[config.mk]
export PLATFORM = sky130hd
export DESIGN_NAME = rbl_read_sequencer
export DESIGN_NICKNAME = d
export VERILOG_FILES = /design/src/rtl/rbl_read_sequencer.sv
export SDC_FILE = /design/constraint.sdc
export NUM_CORES = 1
export LEC_CHECK = 0
export ABC_AREA = 1
export CORE_AREA = 2 2 39 41
export CTS_BUF_LIST = sky130_fd_sc_hd__clkbuf_8
export DETAILED_ROUTE_END_ITERATION = 10
export DIE_AREA = 0 0 41 43
export GPL_ROUTABILITY_DRIVEN = 0
export PLACE_DENSITY = 0.72
export SLEW_MARGIN = 25
export SYNTH_ARGS = -nofsm -noshare
export SYNTH_HDL_FRONTEND = slang
export SYNTH_SLANG_ARGS = --single-unit
export TNS_END_PERCENT = 10
[constraint.sdc]
create_clock -name clk -period 2.7 [get_ports clk]
set_input_delay 0.81 -clock clk [delete_from_list [all_inputs] [get_ports clk]]
set_output_delay 0.81 -clock clk [all_outputs]
set_load 0.005 [all_outputs]
[src/rtl/rbl_read_sequencer.sv]
// rbl_read_sequencer: shares one read bit line between NREQ requesters.
// Each access goes IDLE -> PRE (precharge) -> EVAL (word line) -> CAP (deliver bit).
// Optional macro RBL_PCH_CHECK_EN: enables the sticky precharge fault flag pch_err.
module rbl_read_sequencer #(
  parameter int NREQ     = 2,
  parameter int NROWS    = 4,
  parameter int AW       = 2,
  parameter int PRE_CYC  = 1,
  parameter int EVAL_CYC = 1
) (
  input  logic                 clk,
  input  logic                 reset_l,
  input  logic [NREQ-1:0]      req,
  input  logic [NREQ*AW-1:0]   addr,
  output logic [NREQ-1:0]      gnt,
  output logic                 busy,
  output logic                 pch,
  output logic [NROWS-1:0]     rwl,
  input  logic                 rbl,
  output logic [NREQ-1:0]      rvalid,
  output logic                 rdata,
  output logic                 pch_err
);

  localparam int IDW  = $clog2(NREQ);
  localparam int MAXC = (PRE_CYC > EVAL_CYC) ? PRE_CYC : EVAL_CYC;
  localparam int CNTW = (MAXC > 1) ? $clog2(MAXC) : 1;

  typedef enum logic [1:0] {S_IDLE, S_PRE, S_EVAL, S_CAP} state_t;

  state_t          r_state;
  state_t          w_state_next;
  logic [CNTW-1:0] r_cnt;
  logic [IDW-1:0]  r_id;
  logic [IDW-1:0]  w_arb_id;
  logic [AW-1:0]   r_addr;
  logic [AW-1:0]   w_arb_addr;
  logic            r_data;
  logic            w_arb;
  logic            w_last;
  logic [NREQ-1:0] w_rot;

  // Requests rotated so bit 0 is the requester right after the last grantee.
  assign w_rot = NREQ'({req, req} >> (int'(r_id) + 1));

  // Round-robin pick: lowest set bit of the rotated vector wins; mux its address.
  always_comb begin
    w_arb_id   = '0;
    w_arb_addr = '0;
    for (int k = NREQ - 1; k >= 0; k--) begin
      if (w_rot[k]) w_arb_id = IDW'((int'(r_id) + 1 + k) % NREQ);
    end
    for (int i = 0; i < NREQ; i++) begin
      if (w_arb_id == IDW'(i)) w_arb_addr = addr[i*AW +: AW];
    end
  end

  // Next-state logic and state-decoded outputs.
  always_comb begin
    w_state_next = r_state;
    w_arb        = 1'b0;
    w_last       = (r_state == S_PRE) ? (r_cnt == CNTW'(PRE_CYC - 1))
                                      : (r_cnt == CNTW'(EVAL_CYC - 1));
    case (r_state)
      S_IDLE: if (|req) begin
                w_state_next = S_PRE;
                w_arb        = 1'b1;
              end
      S_PRE:  if (w_last) w_state_next = S_EVAL;
      S_EVAL: if (w_last) w_state_next = S_CAP;
      S_CAP:  if (|req) begin
                w_state_next = S_PRE;
                w_arb        = 1'b1;
              end else begin
                w_state_next = S_IDLE;
              end
      default: w_state_next = S_IDLE;
    endcase
    busy  = (r_state != S_IDLE);
    pch   = (r_state == S_PRE);
    rdata = (r_state == S_CAP) && r_data;
    for (int i = 0; i < NREQ; i++) begin
      gnt[i]    = (r_state == S_PRE) && (r_cnt == '0) && (r_id == IDW'(i));
      rvalid[i] = (r_state == S_CAP) && (r_id == IDW'(i));
    end
  end

  // Word lines: only the latched row, only during EVAL; out-of-range rows decode to zero.
  genvar gi;
  generate
    for (gi = 0; gi < NROWS; gi++) begin : g_rwl
      assign rwl[gi] = (r_state == S_EVAL) && (r_addr == AW'(gi));
    end
  endgenerate

  // State, phase counter, latched grant/address and captured bit.
  always_ff @(posedge clk) begin
    if (!reset_l) begin
      r_state <= S_IDLE;
      r_cnt   <= '0;
      r_id    <= IDW'(NREQ - 1);
      r_addr  <= '0;
      r_data  <= 1'b0;
    end else begin
      r_state <= w_state_next;
      r_cnt   <= (w_state_next != r_state || r_state == S_IDLE) ? '0 : r_cnt + 1'b1;
      if (w_arb) begin
        r_id   <= w_arb_id;
        r_addr <= w_arb_addr;
      end
      // With no word line raised the bit line stays precharged, so the result is 1.
      if (r_state == S_EVAL && w_last) r_data <= (|rwl) ? rbl : 1'b1;
    end
  end

`ifdef RBL_PCH_CHECK_EN
  logic r_pch_err;

  // Sticky flag: bit line failed to reach the precharged level by the end of PRE.
  always_ff @(posedge clk) begin
    if (!reset_l) begin
      r_pch_err <= 1'b0;
    end else if (r_state == S_PRE && w_last && !rbl) begin
      r_pch_err <= 1'b1;
    end
  end

  assign pch_err = r_pch_err;
`else
  assign pch_err = 1'b0;
`endif

endmodule

; Word-level counts from Yosys, hierarchy flattened
; Cells that the tools add are included.
[totals]
output_inout_bits = 12
ramBits = 0
latch_bits = 0
in_bits = 9
ff_bits = 7
n_memories = 0
mem_bits_ro = 0
elab_cells = 49
[classes]
order_cmp = 0
bitwise = 3
mux = 11
n_addsub = 3
n_mul = 0
shift = 1
reduce_logical = 19
eq_ne = 7
div_mod_pow = 0
[ops]
columns = operator, n
row1 = logical AND 1 bit, 11
row2 = "== test 2 bit, second input constant", 4
row3 = 2-to-1 mux 2 bit, 4
row4 = one-hot mux 2 bit (4 select lines), 1
row5 = 2-to-1 mux 1 bit, 6
row6 = OR reduction 2 bit, 3
row7 = "== test 2 x 1 -> 1 bit, second input constant", 2
row8 = zero test 2 bit, 2
row9 = OR reduction 4 bit, 1
row10 = right shift 4 x 2 -> 2 bit, 1
row11 = inverter 1 bit, 3
row12 = "adder 1 bit, second input constant", 2
row13 = "adder 1 x 1 -> 2 bit, second input constant", 1
row14 = != test 2 bit, 1
row15 = nonzero test 2 bit, 1
row16 = logical OR 1 bit, 1

; Depth between registers and ports, before layout
[depth]
depth_word = 6
mapped_depth = 9
ltp_nobuf = 9

; Worst setup path after synthesis
; OpenSTA, ideal clock, no wires.
[synth_timing]
path_kind = reg2out
start = register r_state[0]
end = output port rwl[0]
path_stages_with_launch = 5
n_path_buf = 0
t_arrival_ps = 870
path_slack_ps = 1020
t_required_ps = 1890
path_cell_list = dfxtp_1 inv_1 ha_1 inv_1 nor3_1
[synth_via]
elab_chain_cells = 2
[synth_rtl]
columns = element, line_no
row1 = "start, declared", 31  ; state_t r_state;
row2 = "start signal, assigned", 105  ; r_state <= w_state_next;
row3 = == test 2 bit, 92  ; assign rwl[gi] = (r_state == S_EVAL) && (r_addr == AW'(gi));
row4 = logical AND 1 bit, 92
row5 = "end, declared", 18  ; output logic [NROWS-1:0] rwl,
; Every way passes these cells.

; Worst setup path in the final report
[layout_timing]
start = register r_state[1]
end = output port busy
[layout_via]
elab_chain_cells = 1
[layout_rtl]
columns = element, line_no
row1 = nonzero test 2 bit, 79  ; busy = (r_state != S_IDLE);
row2 = "end, declared", 16  ; output logic busy,
; Every way passes these cells.

==> run summary <==
- **outcome** finished, final reports clean
- **Critical Setup Path Class** reg -> out
- **number of instances in the synthesized netlist** 78
- **final-report hold violation count** 0
- **Layout Cell Area excl Fill** 752 sq um
- **most repeated cell in the gate-level netlist after synthesis** sky130_fd_sc_hd__nand2_1
- **series of cell instances along the critical path** inv_1, ha_1, inv_1, clkdlybuf4s50_1
- **aggregate global routing overflow** 0
- **maximum buffer depth of the clock tree** 2
- **antenna viol nets, final** 0
- **cells taking the most area after synthesis** sky130_fd_sc_hd__dfxtp_1, sky130_fd_sc_hd__nand2_1, sky130_fd_sc_hd__ha_1
- **number of nets produced by synthesis** 92
- **clock latency of the later-clocked register in the worst-skew pair** 230 ps
- **growth of design area from synthesis to finish** 49.1%
- **RSZ-0062 raised after global routing** no
- **pin count of the biggest net entering global routing** 8
- **post-synthesis sequential area ratio** 27.8%
- **number of flops mapped to enable cells by yosys** 0
- **power per cell area** 1090 nW/um^2
- **class of the tightest hold or removal check** reg -> reg
- **delay contributed by the slowest stage of the critical path** 510 ps
- **fraction of synthesis flops using an asynchronous set or reset pin** 0%
- **placeable core region** 1380 sq um
- **number of vias after detailed routing** 577
- **number of global-route vias before repair** 487
- **clock sink count** 7
- **top cell family by delay on the critical path** buffers and inverters
- **Die Outline Area** 1760 sq um
- **die outline width** 41 um
- **final count of negative-setup-slack endpoints** 0
- **worst IR drop on VDD** 650 uV
- **commonest cells in the netlist** sky130_fd_sc_hd__nand2_1, sky130_fd_sc_hd__inv_1, sky130_fd_sc_hd__dfxtp_1, sky130_fd_sc_hd__nor2_1, sky130_fd_sc_hd__nand3_1
- **Total Neg Setup Slack** 0 ps
- **share of post-route cells with drive strength above 1** 11.0%
- **Buf+Inv Stages, Crit Path** 3
- **I/O Pins** 21
- **Ant. Diodes** 0
- **vias per cell** 4.97
- **number of synthesized register bits** 7
- **effective utilization at floorplan** 36.4%
- **placed standard-cell area** 707 sq um
- **number of DRC violations after detailed-routing iteration 0** 13
- **Fin Hold WS** 486 ps
- **count of distinct cell types in the synthesized netlist** 18
- **setup slack at placement** 413 ps
- **Crit Path Max Fanout** 7
- **area share of the largest cell type after synthesis** 27.8%
- **CP dominant cell by count** sky130_fd_sc_hd__inv_1
- **cell with the biggest individual delay on the critical path** sky130_fd_sc_hd__clkdlybuf4s50_1
- **routed length per placed instance** 10.6 um
- **Detail Placement HPWL** 949 um
- **number of max-cap violations** 0
- **post-synthesis cell type with the largest combined area** sky130_fd_sc_hd__dfxtp_1
- **TritonCTS clock tree** built
- **number of antenna violations at the first check in global routing** 0
- **Worst Path Arrival** 1680 ps
- **Synth Flop Type** sky130_fd_sc_hd__dfxtp_1
- **highest clock frequency the design can meet** 0.402 GHz
- **type of origin of the critical path** register
- **synthesized area** 504 sq um
- **clock transition time at the flip-flop clock pins of the worst setup and hold paths** 40 ps
- **final count of pins violating max slew** 0
- **setup skew after layout** 2.60 ps
- **total number of placement rows** 14
- **period utilisation layout** 92.2%
- **register-to-register path setup slack** 1280 ps
- **depth of the CTS H-tree** 1
- **clock buffers created by TritonCTS** 3
- **minimum setup slack in the final design** 212 ps
- **synthesized area divided by synthesized cell count** 6.46 sq um
- **height of the die** 43 um
- **global routing usage summed across all routing layers** 16.7%
- **DRC violations left** 0
- **final WL** 1.23 mm
- **post-route minimum period** 2490 ps
- **count of buffers inserted at the top-level ports** 19
- **FILL cells** 132
- **endpoint required time on the critical path** 1890 ps
- **sequential cell area** 140 sq um
- **kind of end point of the critical path** output pin
- **Total Power** 0.819 mW
- **leak pwr** 0.348 nW
- **multi-input combinational cell area** 308 sq um
- **clock root buffer** sky130_fd_sc_hd__clkbuf_8
- **count of synthesis-stage warnings from yosys** 0
- **number of iterations in the first detailed-routing pass** 4
- **CTS Hold Buffers Added** 0
- **net total in the final layout** 115
- **wire length of the first global-routing pass** 1.97 mm
[power by group]
part	internal, mW	switching (mW)	total, mW	leakage (nW)
Combinational	0.211	0.255	0.466	0.264
Sequential	0.151	0.0579	0.209	0.0579
Clock	0.0983	0.0461	0.144	0.0269
[cells in the final DEF, fill, tap and decap left out]
cell type,Yosys,final
sky130_fd_sc_hd__a21oi_1,1,1
sky130_fd_sc_hd__a31oi_1,2,2
sky130_fd_sc_hd__clkbuf_8,0,3
sky130_fd_sc_hd__clkdlybuf4s50_1,0,19
sky130_fd_sc_hd__conb_1,1,1
sky130_fd_sc_hd__dfxtp_1,7,7
sky130_fd_sc_hd__ha_1,5,5
sky130_fd_sc_hd__inv_1,12,12
sky130_fd_sc_hd__inv_2,1,2
sky130_fd_sc_hd__nand2_1,18,18
sky130_fd_sc_hd__nand2_2,3,3
sky130_fd_sc_hd__nand3_1,6,6
sky130_fd_sc_hd__nand3_2,1,1
sky130_fd_sc_hd__nand4_1,1,1
sky130_fd_sc_hd__nor2_1,7,7
sky130_fd_sc_hd__nor2_2,2,2
sky130_fd_sc_hd__nor3_1,5,5
sky130_fd_sc_hd__o211ai_1,1,1
sky130_fd_sc_hd__o21ai_0,4,4
[worst paths after layout]
check | to | cells past startpoint | start
max reg2reg | r_cnt | 8 | r_state[1]
max | busy | 4 | r_state[1]
min | r_data | 2 | r_data
min reg2reg | r_data | 2 | r_data
[flip-flops by register name (all words and copies together), names as in the netlist]
register and count:
r_cnt 1, r_id 1, r_state 2, r_addr 2, r_data 1
[tightest hold or removal path, cell delays in order (launching register included)]
cell and delay (ps):
sky130_fd_sc_hd__dfxtp_1 300, sky130_fd_sc_hd__o21ai_0 70, sky130_fd_sc_hd__a21oi_1 70
[cells by family (layout without fill, tap and decap cells)]
kind of cell | count (synthesis) | after routing | share of synthesized area, %
adders and majority gates | 5 | 5 | 12.4
buffers and inverters | 14 | 36 | 11.2
and+or+nand+nor | 43 | 43 | 39.0
other | 1 | 1 | 0.744
AOI/OAI and AO/OA | 8 | 8 | 8.93
DFF | 7 | 7 | 27.8
[routing by layer]
layer	vias to the layer above	routed length (um)	global-route usage, %
li1	292	-	-
met2	22	621	25.9
met5	-	0	0
met4	0	15	6.00
met3	2	92	8.90
met1	261	504	18.4
[metrics by stage]
stage,util [%],std cells
final,54.3,116
after detailed placement,51.1,112
after floorplan,-,78
after global placement,51.1,112
after global routing,54.3,116
after CTS,54.3,116
[what timing repair did]
action | in CTS | in global routing
gates resized for setup | 0 | 1
hold endpoints to repair | 0 | 0
setup endpoints to repair | 0 | 1
setup buffers | 0 | 0
[layout make-up]
type                    count  area share [%]
clock inverters             1           0.499
well taps                  16            2.66
clock buffers               3            5.49
multi-input cells          57            40.9
inverters                  13            6.49
flip-flops and latches      7            18.6
repair buffers             19            25.3
Note: power is estimated with default switching activity, not from simulation.
